==> src/rtl/ooo_pkg.sv <==
// Shared definitions for the out-of-order issue slice.
// Instruction layout: ready bit k lives at RDY_LSB+k, and the tag of operand k
// is OP_TAG_W bits starting at OP_TAG_LSB + k*OP_TAG_W, for k = 0..NUM_OPS-1.
// Helper functions work on the default instruction width INST_W.
package ooo_pkg;

  localparam int INST_W     = 47;
  localparam int RDY_LSB    = 9;
  localparam int NUM_OPS    = 4;
  localparam int OP_TAG_W   = 6;
  localparam int OP_TAG_LSB = 13;

  // Tag of operand k.
  function automatic logic [OP_TAG_W-1:0] op_tag(input logic [INST_W-1:0] instr,
                                                 input int k);
    return instr[OP_TAG_LSB + k*OP_TAG_W +: OP_TAG_W];
  endfunction

  // Set the ready bit of every operand whose tag equals the broadcast tag.
  function automatic logic [INST_W-1:0] apply_wakeup(input logic [INST_W-1:0] instr,
                                                     input logic [OP_TAG_W-1:0] tag);
    logic [INST_W-1:0] r;
    r = instr;
    for (int k = 0; k < NUM_OPS; k++)
      if (op_tag(instr, k) == tag) r[RDY_LSB + k] = 1'b1;
    return r;
  endfunction

endpackage

==> src/rtl/wakeup_match.sv <==
// Combinational wakeup of one instruction against the result broadcast.
// Ports:
//   instr_in   instruction as currently held
//   bc_valid   broadcast valid (callers fold in their own occupancy qualifier)
//   bc_tag     broadcast tag
//   instr_out  instr_in with the ready bit of every matching operand set
module wakeup_match
  import ooo_pkg::*;
#(
  parameter int INST_WIDTH = 47,
  parameter int TAG_WIDTH  = 6,
  parameter int TAG_LSB    = 13
) (
  input  logic [INST_WIDTH-1:0] instr_in,
  input  logic                  bc_valid,
  input  logic [TAG_WIDTH-1:0]  bc_tag,
  output logic [INST_WIDTH-1:0] instr_out
);

  // Ready bits are only ever OR'ed in, so they stay sticky.
  always_comb begin
    instr_out = instr_in;
    for (int k = 0; k < NUM_OPS; k++)
      if (bc_valid && (instr_in[TAG_LSB + k*TAG_WIDTH +: TAG_WIDTH] == bc_tag))
        instr_out[RDY_LSB + k] = 1'b1;
  end

endmodule

==> src/rtl/wakeup_queue.sv <==
// In-order buffer between dispatch and issue_cap. Holds instructions until
// issued, snooping the result bus to set operand ready bits while they wait.
// Ports:
//   clk, rst             clock, asynchronous active-high reset
//   flush                synchronous clear of all entries (beats push/pop/wakeup)
//   in_valid/in_instr    dispatch side; in_ready = not full
//   bc_valid/bc_tag      result broadcast
//   out_valid/out_instr  head entry (registered) to issue_cap
//   out_ready            head consumed when out_valid & out_ready
//   count                occupancy
module wakeup_queue
  import ooo_pkg::*;
#(
  parameter int INST_WIDTH = 47,
  parameter int DEPTH      = 4,
  parameter int TAG_WIDTH  = 6,
  parameter int TAG_LSB    = 13
) (
  input  logic                       clk,
  input  logic                       rst,
  input  logic                       flush,
  input  logic                       in_valid,
  input  logic [INST_WIDTH-1:0]      in_instr,
  output logic                       in_ready,
  input  logic                       bc_valid,
  input  logic [TAG_WIDTH-1:0]       bc_tag,
  output logic                       out_valid,
  output logic [INST_WIDTH-1:0]      out_instr,
  input  logic                       out_ready,
  output logic [$clog2(DEPTH):0]     count
);

  localparam int PW = $clog2(DEPTH);
  localparam int CW = PW + 1;

  logic [INST_WIDTH-1:0] mem_q   [DEPTH];
  logic [INST_WIDTH-1:0] mem_d   [DEPTH];
  logic [INST_WIDTH-1:0] woken   [DEPTH];
  logic [DEPTH-1:0]      vld_q, vld_d;
  logic [PW-1:0]         wr_ptr_q, wr_ptr_d;
  logic [PW-1:0]         rd_ptr_q, rd_ptr_d;
  logic [CW-1:0]         count_q, count_d;
  logic [INST_WIDTH-1:0] push_instr;
  logic                  push, pop;

  // One matcher per resident entry; empty slots are not woken.
  for (genvar i = 0; i < DEPTH; i++) begin : g_entry
    wakeup_match #(
      .INST_WIDTH (INST_WIDTH),
      .TAG_WIDTH  (TAG_WIDTH),
      .TAG_LSB    (TAG_LSB)
    ) u_match (
      .instr_in  (mem_q[i]),
      .bc_valid  (bc_valid & vld_q[i]),
      .bc_tag    (bc_tag),
      .instr_out (woken[i])
    );
  end

  // Bypass on the dispatch path so a broadcast in the push cycle is not lost.
  wakeup_match #(
    .INST_WIDTH (INST_WIDTH),
    .TAG_WIDTH  (TAG_WIDTH),
    .TAG_LSB    (TAG_LSB)
  ) u_push_match (
    .instr_in  (in_instr),
    .bc_valid  (bc_valid),
    .bc_tag    (bc_tag),
    .instr_out (push_instr)
  );

  assign out_valid = (count_q != '0);
  assign in_ready  = (count_q != CW'(DEPTH));
  assign out_instr = mem_q[rd_ptr_q];
  assign count     = count_q;

  // in_ready ignores out_ready: a full queue refuses a push even in a pop cycle.
  assign push = in_valid & in_ready;
  assign pop  = out_valid & out_ready;

  always_comb begin
    mem_d    = mem_q;
    vld_d    = vld_q;
    wr_ptr_d = wr_ptr_q;
    rd_ptr_d = rd_ptr_q;
    count_d  = count_q;
    for (int i = 0; i < DEPTH; i++)
      if (vld_q[i]) mem_d[i] = woken[i];
    // Push and pop never target the same slot: equal pointers mean empty
    // (no pop) or full (no push).
    if (push) begin
      mem_d[wr_ptr_q] = push_instr;
      vld_d[wr_ptr_q] = 1'b1;
      wr_ptr_d        = PW'(wr_ptr_q + 1'b1);
    end
    if (pop) begin
      vld_d[rd_ptr_q] = 1'b0;
      rd_ptr_d        = PW'(rd_ptr_q + 1'b1);
    end
    case ({push, pop})
      2'b10:   count_d = CW'(count_q + 1'b1);
      2'b01:   count_d = CW'(count_q - 1'b1);
      default: count_d = count_q;
    endcase
    // Stale storage is left in place; only occupancy is cleared.
    if (flush) begin
      vld_d    = '0;
      wr_ptr_d = '0;
      rd_ptr_d = '0;
      count_d  = '0;
    end
  end

  always_ff @(posedge clk or posedge rst) begin
    if (rst) begin
      for (int i = 0; i < DEPTH; i++) mem_q[i] <= '0;
      vld_q    <= '0;
      wr_ptr_q <= '0;
      rd_ptr_q <= '0;
      count_q  <= '0;
    end else begin
      mem_q    <= mem_d;
      vld_q    <= vld_d;
      wr_ptr_q <= wr_ptr_d;
      rd_ptr_q <= rd_ptr_d;
      count_q  <= count_d;
    end
  end

endmodule

==> config.mk <==
export PLATFORM = sky130hd
export DESIGN_NAME = wakeup_queue
export DESIGN_NICKNAME = d
export VERILOG_FILES = /design/src/rtl/ooo_pkg.sv /design/src/rtl/wakeup_match.sv /design/src/rtl/wakeup_queue.sv
export SDC_FILE = /design/constraint.sdc
export NUM_CORES = 1
export LEC_CHECK = 0
export ABC_AREA = 1
export ABC_CLOCK_PERIOD_IN_PS = 7600
export CORE_MARGIN = 2
export CORE_UTILIZATION = 60
export CTS_CLUSTER_DIAMETER = 150
export DETAILED_ROUTE_END_ITERATION = 16
export GPL_TIMING_DRIVEN = 0
export PLACE_DENSITY_LB_ADDON = 0.2
export SLEW_MARGIN = 20
export SYNTH_ARGS = -nofsm -noshare
export SYNTH_HDL_FRONTEND = slang
export SYNTH_HIERARCHICAL = 1
export SYNTH_SLANG_ARGS = --single-unit
==> constraint.sdc <==
create_clock -name clk -period 7.6 [get_ports clk]
set_input_delay 1.52 -clock clk [delete_from_list [all_inputs] [get_ports clk]]
set_output_delay 1.52 -clock clk [all_outputs]
set_load 0.01 [all_outputs]
# Yosys cells after proc, flatten, opt, wreduce, memory -nomap -nowiden
# Index checks and enable logic that the tools add are counted.
[classes] add_sub_neg=4 n_lt_le_gt_ge=7 eq_ne=23 mux=44 bitwise=11 n_reduce_logical=27
[op_table] cell="$bwmux 188" count=1
[op_table] cell="$mux 188" count=1
[op_table] cell="$mux 47" count=3
[op_table] cell="$eq 6x6->1" count=20
[op_table] cell="$bmux 47 s2" count=1
[op_table] cell="$demux 47 s2" count=1
[op_table] cell="$mux 13" count=4
[op_table] cell="$logic_and 1x1->1" count=23
[op_table] cell="$mux 1" count=22
[op_table] cell="$mux 4" count=3
[op_table] cell="$mux 2" count=4
[op_table] cell="$and 1x1->1" count=6
[op_table] cell="$ge 3x3->1 const B" count=2
[op_table] cell="$lt 2x3->1 const B" count=2
[op_table] cell="$not 2->3" count=2
[op_table] cell="$pmux 3 s2" count=1
[op_table] cell="$reduce_bool 3->1" count=2
[op_table] cell="$add 2x1->2 const B" count=2
[op_table] cell="$and 4x4->4" count=1
[op_table] cell="$demux 1 s2" count=2
[op_table] cell="$ge 2x1->1 const B" count=2
[op_table] cell="$not 4->4" count=1
[op_table] cell="$or 4x4->4" count=1
[op_table] cell="$reduce_bool 2->1" count=2
[op_table] cell="other kinds (7)" count=7
[word_totals] regBits=199 in_bits=59 word_cells=124

# Logic depth before layout (Yosys ltp)
# Gate-level depths: netlist (run 1).
[logic_depth] depth_word=9 ltp_mapped=13

# By module
# The synthesis (run 1) kept the hierarchy.
[modules_own_cells] module="wakeup_queue" instances=1 cells_each=1614 area_each_um2=11009.3 seq_area_each_um2=4979.8
[modules_own_cells] module="wakeup_match" instances=5 cells_each=160 area_each_um2=804.5 seq_area_each_um2=0.0

# Worst setup path before layout (run 1)
# OpenSTA, ideal clock, no wires.
[synth_timing] kind="input to register" start="input out_ready" end="register count_q[2] (netlist: count[2])" setup_time_ns=0.118 arrival_time_ns=2.736 slack_ns=4.745 cell_stages=10 n_path_buf=0 cell_sequence="nand2_1 > inv_1 > nand2_1 > inv_1 > fa_1 > xor2_1 > nand3_1 > nand2_1 > nand2_1 > nand2_1"
[synth_via] elab_chain_len=4 word_cells_on_any_way=6 classes_between="eq/ne: 2; mux: 2; bitwise: 1; reduce/logical: 1"
[synth_rtl] element="from (decl)" line_no="wakeup_queue.sv:29" rtl="input logic out_ready,"
[synth_rtl] element="$and 1x1->1 (*)" line_no="wakeup_queue.sv:79" rtl="assign pop = out_valid & out_ready;"
[synth_rtl] element="$eq 2x1->1 / $eq 2x2->1 (equally long branches)" line_no="wakeup_queue.sv:100" rtl="case ({push, pop})"
[synth_rtl] element="$pmux 3 s2" line_no="wakeup_queue.sv:100"
[synth_rtl] element="$mux 3" line_no="wakeup_queue.sv:106" rtl="if (flush) begin"
[synth_rtl] element="to (signal assigned)" line_no="wakeup_queue.sv:126" rtl="count_q <= count_d;"
[synth_rtl] element="to (decl)" line_no="wakeup_queue.sv:42" rtl="logic [CW-1:0] count_q, count_d;"
# Every way passes the cells marked *; elsewhere a longest branch is shown, timed or not.
# A chain may end at the register's enable or synchronous reset.

# Final worst setup path (run 1)
[layout_timing] start="register rd_ptr_q[1]" end="output out_instr[36]"
[layout_via] elab_chain_len=4
[layout_rtl] element="from (decl)" line_no="wakeup_queue.sv:41" rtl="logic [PW-1:0] rd_ptr_q, rd_ptr_d;"
[layout_rtl] element="from (signal assigned)" line_no="wakeup_queue.sv:125" rtl="rd_ptr_q <= rd_ptr_d;"
[layout_rtl] element="$not 2->3 (not written as such)" line_no="wakeup_queue.sv:74" rtl="assign out_instr = mem_q[rd_ptr_q];"
[layout_rtl] element="$bmux 47 s2" line_no="wakeup_queue.sv:74"
[layout_rtl] element="$mux 47 (not written as such) (2 in series)" line_no="wakeup_queue.sv:74"
[layout_rtl] element="to (decl)" line_no="wakeup_queue.sv:28" rtl="output logic [INST_WIDTH-1:0] out_instr,"
# Every way passes these cells. The select of a mux whose other input is x is not followed.

==> impl_metrics.toml, run 1 <==
[logic_synthesis]
synth_edf_count = 0
synth_area_mm2 = 0.01503
async_flop_share_pct = 100.0
yosys_warnings = 6
synth.avg_cell_area_um2 = 6.227
synth-seq-cells = 199
synth_cell_types = 26
synth_nets = 2482
yosysSeqAreaShare_pct = 33.13
netlist_instances = 2414
synth_top_flop_cell = "dfrtp_1"

[clock_network]
clkSinkCount = 199
cts_root_buf = "clkbuf_16"
clkTransAtPathRegs_ns = 0.08
htreeDepth = 4
clock_path_buffers = 2
holdBufCountCts = 0
cts_tree = "built"
post_cts_buffers = 0
cts_resized = 0
clock_latency_ns = 0.46
cts_inserted_buffers = 17

[worst_setup_path]
cp_max_fo = 10
cpMaxStageDelayCell = "clkbuf_1"
critical_path_arrival_ns = 3.11
worstSetupEndpointType = "output pin"
critical_path_class = "reg2out"
cp_cell_sequence = "clkbuf_1 > clkbuf_1 > o21ai_0 > o22ai_1 > clkdlybuf4s50_1"
cp_data_required_time_ns = 6.08
startpoint_type = "flip-flop"
path_common_cell = "clkbuf_1"
slowest_delay_ns = 0.59

[timing]
finClkSkew_ns = 0.01803
setup_viol = 0
max_freq_mhz = 216.2
final-max-slew-violation-count = 0
min_period_over_period_pct = 60.86
tns_ns = 0
worst_hold_slack_ns = 0.5951
rsz0062_at_grt = "false"
max_slew.worst_pin.slew_ns = 1.166
slew_headroom_pct = 22.04
setup_slack_ns = 2.974
fin_crit_ns = 4.626
hold_viol = 0

[grt]
antenna_found_initial = 2
grt_max_degree = 98
grt_overflow = 0
grt_usage_pct = 40.73
grt_pass1_wl_um = 81150
first_global_vias = 14690

[route]
initialDrtViolationCount = 2055
drc = 0
vias_per_cell = 5.543
vias = 15870
drt-total-wl_um = 53650
post_drt_wl_per_cell_um = 18.74
ant_nets = 0
drt_first_pass_iters = 7

[placed_design]
io_buffers = 91
place_inst = 2831
dp_slack_ns = 3.596
hpwl_um = 37590
gp_congestion = 0.9691

[final_layout]
drive_above_1_share_pct = 13.59
final_util_pct = 69.27
final_cells = 2863
syn2layout_area_growth_pct = 12.73
final_common_cell = "nand2_1"
fin_nets = 2594
nFillCells = 2200
layout_common_cells = "nand2_1, o21ai_0, buf_4"

[flow_run]
drv_cap = 0

[power_and_ir_drop]
ir_worst_vdd_uv = 207.2
powerDensity_mw_per_mm2 = 385.3
power_leakage_nw = 9.364

[run_status]
status = "finished, final reports clean"

[floorplanning]
core_area_mm2 = 0.02446
row_count = 57
pin_count = 111
initial_utilization_pct = 61.45
fp.dieH_um = 162.3
die_area_mm2 = 0.02633
die_w_um = 162.3

[hold_path]
worstHoldPathType = "reg2reg"
==> synth_stat cells (all sizes together), types with 2 or more instances <==
library cell / number / share of area [%]
dfrtp: 199 / 33
nand2: 1101 / 28
nor2: 159 / 4.1
buf: 266 / 13
o21bai: 20 / 1.5
o22ai: 47 / 2.0
nand4: 3 / 0.12
nand3: 23 / 0.77
clkbuf: 61 / 1.5
ha: 8 / 0.67
o21ai: 284 / 9.5
a211oi: 2 / 0.10
inv: 210 / 5.2
a21oi: 27 / 0.97
==> path summary, 6_finish.rpt <==
check	start	end	slack, ns	cells after the start
max in group asynchronous	rst	mem_q[56]	5.36	3
min reg2reg	mem_q[103]	mem_q[103]	0.60	4
max reg2reg	vld_q[0]	mem_q[153]	5.00	12
max	rd_ptr_q[1]	out_instr[36]	2.97	5
min in group asynchronous	rst	mem_q[80]	1.45	2
min	mem_q[103]	mem_q[103]	0.60	4
==> layer usage <==
| layer | global-route usage (%) | vias to the layer above | part of all wire [%] |
|---|---|---|---|
| li1 | - | 7434 | - |
| met1 | 53.36 | 7225 | 38 |
| met2 | 64.64 | 1021 | 45 |
| met3 | 7.227 | 188 | 11 |
| met4 | 21.60 | 2 | 5.6 |
| met5 | 0 | - | 0.017 |
==> logic make-up (layout without fill, tap and decap cells) <==
logic type	Yosys count	count (layout)	share of synthesized area, %
adders and majority gates	9	9	0.7991
xor gates and xnor gates	2	2	0.1166
buffers and inverters	538	662	19.45
and+or+nand+nor	1286	1286	32.52
AOI/OAI and AO/OA	380	380	13.98
DFF	199	199	33.13
other	0	1	0
==> state kept, by name (all words and copies together) (netlist names) <==
register and flops:
count 3, mem_q 188, rd_ptr_q 2, vld_q 4, wr_ptr_q 2
==> power breakdown <==
group | internal [W] | switching, W | total (W) | leakage (nW)
clock | 0.000440 | 0.000478 | 0.000918 | 0.271
sequential | 0.00154 | 0.000541 | 0.00208 | 2.52
combinational | 0.00168 | 0.00185 | 0.00353 | 6.57
==> final cells by class <==
| class | count | area [µm²] | share of cell area, % |
|---|---|---|---|
| buffer | 327 | 2132 | 12.58 |
| clock buffer | 19 | 442.9 | 2.614 |
| antenna | 1 | 2.502 | 0.01477 |
| tap | 324 | 405.4 | 2.392 |
| clock inverter | 12 | 113.9 | 0.6719 |
| sequential | 199 | 4980 | 29.39 |
| timing repair buffer | 93 | 940.9 | 5.553 |
| inverter | 211 | 799.5 | 4.718 |
| multi-input combinational | 1677 | 7128 | 42.07 |
==> through the flow <==
stage               area [µm²]  power, W
finish                   16950  0.006529
global route             16940  0.006973
detailed placement       16390  0.005508
global placement         16350  0.005375
CTS                      16950  0.006429
floorplan                15030  0.004322
==> worst max-delay path: cells and delay by family, from the launching register on <==
family,cells,cell delay (ns)
compound gates,2,0.58
flops,1,0.43
buf+inv,3,1.63
(Power assumes the default switching activity.)
==> run 2, diff against run 1 <==
--- a/config.mk
+++ b/config.mk
@@ -6,7 +6,7 @@
 export NUM_CORES = 1
 export LEC_CHECK = 0
 export ABC_AREA = 1
-export ABC_CLOCK_PERIOD_IN_PS = 7600
+export ABC_CLOCK_PERIOD_IN_PS = 4600
 export CORE_MARGIN = 2
 export CORE_UTILIZATION = 60
 export CTS_CLUSTER_DIAMETER = 150
==> constraint.sdc (replaced) <==
create_clock -name clk -period 4.6 [get_ports clk]
set_input_delay 0.92 -clock clk [delete_from_list [all_inputs] [get_ports clk]]
set_output_delay 0.92 -clock clk [all_outputs]
set_load 0.01 [all_outputs]
==> run 2 against run 1 <==
Effect of this change:
- first-iteration DRC count fell by 8.9%
- cell count grew 0.17%
- clock power increased by 71%
- setup slack got worse by 2.3 ns
- global-route usage rose by 0.23 points
- sequential power rose by 65%
- via count grew 0.13%
==> impl_metrics.toml, run 2 (synthesized netlist as in run 1, its figures left out) <==
[run_status]
status = "finished, final reports clean"

[clock_network]
clkTransAtPathRegs_ns = 0.08
cts_root_buf = "clkbuf_16"
clkSinkCount = 199
clock_path_buffers = 2
cts_inserted_buffers = 17
cts_resized = 0
post_cts_buffers = 0
htreeDepth = 4
holdBufCountCts = 0
clock_latency_ns = 0.45
cts_tree = "built"

[floorplanning]
core_area_mm2 = 0.02446
row_count = 57
die_w_um = 162.3
fp.dieH_um = 162.3
die_area_mm2 = 0.02633
initial_utilization_pct = 61.45
pin_count = 111

[final_layout]
final_cells = 2868
diodes = 0
largest_reg_flops = 188
drive_above_1_share_pct = 13.84
final_util_pct = 69.77
syn2layout_area_growth_pct = 13.54
final_cell_area_mm2 = 0.01707
fin_nets = 2599
max_flop_register = "mem_q"
layout_common_cells = "nand2_1, o21ai_0, buf_4"
final_common_cell = "nand2_1"

[placed_design]
place_inst = 2836
gp_congestion = 1.003
io_buffers = 91
postPlaceCellArea_mm2 = 0.01648
hpwl_um = 38440
dp_slack_ns = 1.204

[worst_setup_path]
critical_path_buf_inv_count = 4
cp_max_fo = 10
cpMaxStageDelayCell = "clkdlybuf4s50_1"
startpoint_type = "flip-flop"
critical_path_arrival_ns = 3.03
crit_family = "buffers and inverters"
path_depth = 6
critical_path_class = "reg2out"
slowest_delay_ns = 0.60
cp_data_required_time_ns = 3.68
cp_cell_sequence = "clkinv_1 > buf_2 > clkbuf_1 > nor2_1 > o22ai_1 > clkdlybuf4s50_1"
crit_path_start = "rd_ptr_q[0]"
reg2regPathDepth = 12
worstSetupEndpointType = "output pin"
r2r_start = "vld_q[0]"

[timing]
setup_slack_ns = 0.6483
rsz0062_at_grt = "false"
fin_crit_ns = 3.952
hold_viol = 0
max_freq_mhz = 253.1
setup_viol = 0
final-max-slew-violation-count = 0
min_period_over_period_pct = 85.91
max_slew.worst_pin.slew_ns = 0.9347
slew_headroom_pct = 37.69
finClkSkew_ns = 0.01594
worst_hold_slack_ns = 0.5943

[route]
initialDrtViolationCount = 1872
drc = 0
vias_per_cell = 5.541
post_drt_wl_per_cell_um = 18.74
drt_first_pass_iters = 8
vias = 15890
ant_nets = 0
drt-total-wl_um = 53740

[hold_path]
min-delay-start = "mem_q[103]"
holdPathStages = 4
worstHoldPathType = "reg2reg"

[grt]
grt_pass1_wl_um = 81650
antenna_found_initial = 0
grt_overflow = 0
grt_usage_pct = 40.97
grt_max_degree = 32
first_global_vias = 14870

[power_and_ir_drop]
ir_worst_vdd_uv = 345.6
power_leakage_nw = 9.425
powerDensity_mw_per_mm2 = 635.6

[flow_run]
drv_cap = 0
[run 2: cell types whose count changed in the layout (fill, tap and decap cells not counted), sizes merged]
cell,previous run,this run
diode,1,0
clkbuf,80,79
clkinv,8,6
inv,214,217
buf,273,279
bufinv,0,1
clkdlybuf4s50,86,85
[run 2: cell type report]
type | count | area [µm²]
clock inverter | 14 | 161.4
clock buffer | 18 | 429.2
buffer | 327 | 2132
multi-input combinational | 1677 | 7128
fill | 2190 | 7395
sequential | 199 | 4980
inverter | 211 | 795.8
tap | 324 | 405.4
timing repair buffer | 98 | 1036
[run 2: per-stage QoR]
step | total power [W] | TNS, ns
after floorplan | 0.007141 | 0
after global placement | 0.008881 | -134.80
after detailed placement | 0.009114 | 0
after CTS | 0.01070 | 0
after global routing | 0.01162 | 0
final | 0.01085 | 0
[run 2: power breakdown]
group	leakage, nW	total, W	switching, W	internal, W
Sequential	2.52	0.00344	0.000897	0.00254
Combinational	6.61	0.00584	0.00306	0.00278
Clock	0.291	0.00157	0.000797	0.000778
[run 2: worst paths after layout]
kind / slack (ns) / end
setup reg to reg: 2.03 / mem_q[152]
hold / removal: 0.59 / mem_q[103]
min in group asynchronous: 0.76 / mem_q[169]
hold reg to reg: 0.59 / mem_q[103]
setup / recovery: 0.65 / out_instr[18]
max in group asynchronous: 2.67 / mem_q[99]
[run 2: worst min-delay path: cells and delay by family, from the launching register on]
family,cells,cell delay [ns]
flip-flops,1,0.36
AO/OA/AOI/OAI,1,0.06
AND/OR/NAND/NOR,3,0.15
[run 2: metal layers]
| layer | vias up | share of wire (%) | track usage, % |
|---|---|---|---|
| met5 | - | 0 | 0 |
| met4 | 0 | 5.9 | 21.56 |
| met3 | 204 | 11 | 8.069 |
| met2 | 947 | 45 | 65.51 |
| met1 | 7284 | 39 | 52.80 |
| li1 | 7456 | - | - |
